--- config.mk ---
export PLATFORM = sky130hd
export DESIGN_NAME = decade_tick_gen
export DESIGN_NICKNAME = d
export VERILOG_FILES = /design/src/rtl/decade_tick_gen_pkg.sv /design/src/rtl/decade_tick_gen_digit.sv /design/src/rtl/decade_tick_gen.sv
export SDC_FILE = /design/constraint.sdc
export NUM_CORES = 1
export LEC_CHECK = 0
export CORE_UTILIZATION = 59
export DETAILED_ROUTE_END_ITERATION = 7
export DONT_BUFFER_PORTS = 1
export PLACE_DENSITY = 0.76
export SLEW_MARGIN = 15
export SYNTH_ARGS = -nofsm -noshare
export SYNTH_HDL_FRONTEND = slang
export SYNTH_HIERARCHICAL = 1
export SYNTH_SLANG_ARGS = --single-unit
export TNS_END_PERCENT = 10
--- constraint.sdc ---
create_clock -name clk -period 2.35 [get_ports clk]
set_input_delay 0.47 -clock clk [delete_from_list [all_inputs] [get_ports clk]]
set_output_delay 0.47 -clock clk [all_outputs]
set_load 0.03 [all_outputs]
--- src/rtl/decade_tick_gen_pkg.sv ---
`default_nettype none
// ============================================================================
// Module   : decade_tick_gen_pkg
// Purpose  : Shared BCD constants and digit type for the decade tick chain.
// Revision : 1.0 - initial release
// ============================================================================
package decade_tick_gen_pkg;

    localparam int BCD_W = 4;

    typedef logic [BCD_W-1:0] bcd_digit_t;

    localparam bcd_digit_t BCD_MAX = 4'd9;
    localparam bcd_digit_t BCD_MIN = 4'd0;

endpackage
`default_nettype wire

--- src/rtl/decade_tick_gen_digit.sv ---
`default_nettype none
// ============================================================================
// Module   : bcd_digit_ud
// Purpose  : One up/down BCD decade with clear, saturating load and step.
// Revision : 1.0 - initial release
// ============================================================================
module bcd_digit_ud
    import decade_tick_gen_pkg::*;
(
    input  logic       clk,
    input  logic       rst,
    input  logic       step,
    input  logic       up_dn,
    input  logic       clr,
    input  logic       load,
    input  bcd_digit_t load_digit,
    output bcd_digit_t q,
    output logic       at_term
);

    bcd_digit_t r_q;
    bcd_digit_t w_load_sat;
    bcd_digit_t w_next_step;

    // Non-BCD preset codes clamp to 9 so the digit never leaves 0..9.
    assign w_load_sat = (load_digit > BCD_MAX) ? BCD_MAX : load_digit;

    always_comb begin
        w_next_step = r_q;
        if (up_dn) begin
            w_next_step = (r_q == BCD_MAX) ? BCD_MIN : r_q + 4'd1;
        end else begin
            w_next_step = (r_q == BCD_MIN) ? BCD_MAX : r_q - 4'd1;
        end
    end

    always_ff @(posedge clk or posedge rst) begin
        if (rst) begin
            r_q <= BCD_MIN;
        end else if (clr) begin
            r_q <= BCD_MIN;
        end else if (load) begin
            r_q <= w_load_sat;
        end else if (step) begin
            r_q <= w_next_step;
        end
    end

    assign q       = r_q;
    assign at_term = up_dn ? (r_q == BCD_MAX) : (r_q == BCD_MIN);

endmodule
`default_nettype wire

--- src/rtl/decade_tick_gen.sv ---
`default_nettype none
// ============================================================================
// Module   : decade_tick_gen
// Purpose  : Cascaded up/down BCD counter with per-decade rollover strobes.
// Revision : 1.0 - initial release
// ============================================================================
module decade_tick_gen
    import decade_tick_gen_pkg::*;
#(
    parameter int NUM_DIGITS = 8
) (
    input  logic                    clk,
    input  logic                    rst,
    input  logic                    en,
    input  logic                    clr,
    input  logic                    load,
    input  logic [4*NUM_DIGITS-1:0] load_val,
    input  logic                    up_dn,
    output logic [4*NUM_DIGITS-1:0] count,
    output logic [NUM_DIGITS-1:0]   tick,
    output logic                    wrap
);

    logic [NUM_DIGITS-1:0] w_at_term;
    logic [NUM_DIGITS-1:0] w_chain;
    logic [NUM_DIGITS-1:0] w_step;
    logic                  w_count_ok;

    // Clear and load both suppress the carry chain outright.
    assign w_count_ok = en & ~clr & ~load;

    genvar i;
    generate
        for (i = 0; i < NUM_DIGITS; i++) begin : g_digit
            if (i == 0) begin : g_lsd
                assign w_chain[i] = w_at_term[i];
                assign w_step[i]  = en;
            end else begin : g_upper
                assign w_chain[i] = w_chain[i-1] & w_at_term[i];
                assign w_step[i]  = tick[i-1];
            end

            bcd_digit_ud u_digit (
                .clk        (clk),
                .rst        (rst),
                .step       (w_step[i]),
                .up_dn      (up_dn),
                .clr        (clr),
                .load       (load),
                .load_digit (load_val[4*i +: 4]),
                .q          (count[4*i +: 4]),
                .at_term    (w_at_term[i])
            );
        end
    endgenerate

    assign tick = {NUM_DIGITS{w_count_ok}} & w_chain;
    assign wrap = tick[NUM_DIGITS-1];

endmodule
`default_nettype wire

==> metrics <==
pwr dens approximately 400 nW/um^2; Hold Crit Class primary input to flop; CP endpoint kind output port; Max Cap Violations 0; first-pass GRT wire length 13200 um; Overall Power between 1.5 and 2 mW; Distinct cells, synth 47; Die W 74.5 um; wire length per cell around 18 um; syn avg cell area 8.42 um^2; Final Cell Area 3880 um^2; initial antenna violation count 0; die area between 5000 and 6000 um^2; mapped cell area slightly above 3000 um^2; EDFF count, synth 0; Routed WL between 8000 and 9000 um; drt pass-1 iters 4; Critical Path RT roughly 1900 ps; vias in the first global route ~2900; TritonCTS clock tree built; Mapped Nets slightly above 400; grt total ovfl 0; RSZ-0062 raised after global routing yes; final setup margin -225 ps; Final Skew about 8.5 ps; failing checks setup timing; non-filler cells, final slightly below 500; Top Ports 79; Slew @ Worst Pin just over 600 ps; Slew headroom slightly below 60%; asr flop ratio synth 100%; met3 WL between 400 and 500 um; Placed Instances approximately 480; Starting Density between 60% and 70%; Post-DP HPWL between 5000 and 6000 um; Cells after Synth approximately 370; top layer in use met4; Vias approximately 3200; post-synthesis sequential area ratio between 20% and 30%; max FFs per register 32; # rows 26; Crit Path Class flop to output port; Via density 6.49; Ys Warns 6; WHS Path Cells 1; peak supply drop between 0.0002 and 0.0003 V; Skew-Pair Late Insertion Delay slightly below 300 ps; Die Ht 74.5 um; Startpoint Class flop; Final Hold Fails 0; capturing point of the worst reg2reg path g_digit[4].u_digit/q[3]; Post-synth top flop dfrtp_1; worst setup path start g_digit[2].u_digit/q[3]; crit path DAT approximately 2100 ps; met2 WL approximately 4400 um; initial DRC count roughly 230; area delta synth->final 25.1%; placed inst area 3580 um^2; M1 wire length 3730 um; max-slew violation count 0; clk sink count 32; Lkg Pwr ~1.6 nW; port buffer count 0; R2R depth 14; GRT Util Overall between 30% and 40%; Net count, final 460; status finished with violations; Worst Hold End g_digit[6].u_digit/q[2]; maximum clock frequency around 390 MHz; Routed Antenna Nets 0; CP Max Fanout 4; pin count of the biggest net entering global routing 96; Core ar. slightly above 5000 um^2; RD Place Congestion about 0.84; setup slack at placement -149 ps; register bit count reported by yosys 32; CTS clock-pin slew for the worst setup and hold paths roughly 70 ps; Reg-to-Reg Start g_digit[0].u_digit/q[1]; Final min period 2570 ps; CTS Buf Count 5; H-tree Lvls 2; Clock Tree Buf Depth 2; share of layout cells above drive strength 1 between 20% and 30%; Reg2Reg Setup Slack -90 ps; Core Util, Final about 76%; Final setup violation count 17; CTS root buf clkbuf_8; period utilization 110%; Ant. Diodes 0; Post-route DRC 0; HP Start clr
logic make-up after synthesis:
kind of cell               synth area share [%]
AOI/OAI and AO/OA                          29.4
xor gates and xnor gates                   5.94
adders and majority gates                  1.62
buffers and inverters                      8.24
DFF                                        25.8
and+or+nand+nor                            28.9
cell type report:
cell class / count / area (um^2)
Clock inverter: 1 / 5.00
Tap cell: 70 / 87.6
Multi-Input combinational cell: 275 / 2200
Fill cell: 407 / 1200
Sequential cell: 32 / 811
Clock buffer: 7 / 76.3
Inverter: 42 / 163
Timing Repair Buffer: 62 / 532
worst max-delay path by stage:
stage	endpoint	slack, ps	depth (start not counted)
after floorplan	g_digit[6].u_digit/q[1]	-510	8
after global placement	g_digit[6].u_digit/q[3]	-50	13
after detailed placement	g_digit[6].u_digit/q[3]	-150	13
after CTS	tick[5]	-250	11
after global routing	tick[5]	-320	11
final	tick[5]	-220	7
Yosys cell counts (2+ instances only):
library cell,number,share of area [%]
nand2b_1,4,0.81
xor2_1,14,4.0
or3b_1,7,2.0
a21boi_0,7,1.7
clkbuf_1,7,0.85
a31oi_1,12,2.4
dfrtp_1,32,26
buf_2,9,1.5
nor3_1,25,4.0
or3_1,15,3.0
a211oi_1,8,1.9
ha_1,4,1.6
o21ai_0,17,2.7
a2111oi_0,7,2.0
nor2_1,12,1.5
a211o_1,14,4.0
buf_4,2,0.48
inv_1,41,5.0
and3_1,7,1.4
xnor2_1,7,2.0
a311oi_1,14,4.0
a21oi_1,4,0.65
a2111oi_2,14,6.8
nor3b_1,2,0.48
nand3_1,30,4.8
nor2b_1,10,2.0
and4b_1,8,2.6
nor4_2,7,2.8
o21bai_1,8,1.9
nand2_1,3,0.36
layer usage:
metal / vias up / track usage, %
li1: 1509 / -
met1: 1532 / 39.3
met2: 114 / 52.0
met3: 17 / 5.15
met4: 0 / 15.3
met5: - / 0
worst max-delay path, stage by stage (launching register included):
cell,delay (ps)
dfrtp_2,410
or3_1,380
a211oi_2,250
nand4_1,120
buf_4,190
nor3_4,210
buf_6,130
buf_6,120
power breakdown:
part / internal, mW / switching, mW
Clock: 0.208 / 0.204
Sequential: 0.587 / 0.0210
Combinational: 0.209 / 0.322
Total: 1.00 / 0.547
placed cells by master (no fill, tap or decap), types with 10 or more instances in the layout:
cell type,synthesis,final
o21ai_0,17,17
or3_1,15,15
a311oi_1,14,11
dfrtp_1,32,24
a31oi_1,12,12
nor2_1,12,11
nor2b_1,10,10
a2111oi_2,14,11
xor2_1,14,13
buf_6,1,15
inv_1,41,39
a211o_1,14,14
buf_4,2,45
nor3_1,25,21
nand3_1,30,30
timing repair:
item                                    4_1_cts  5_1_grt
resized for setup                            26        9
hold buffers                                  1        0
buffers inserted                              2        3
endpoints found under the setup margin       26       33
hold endpoints to repair                     32        0
pin swaps                                    18       12
per-stage QoR:
stage | hold WS [ps] | setup TNS (ps)
2_1_floorplan | 236 | -8880
3_3_place_gp | 245 | -342
3_5_place_dp | 248 | -1280
4_1_cts | 227 | -2010
5_1_grt | 231 | -4110
6_report | 245 | -1670
(Power assumes the default switching activity.)
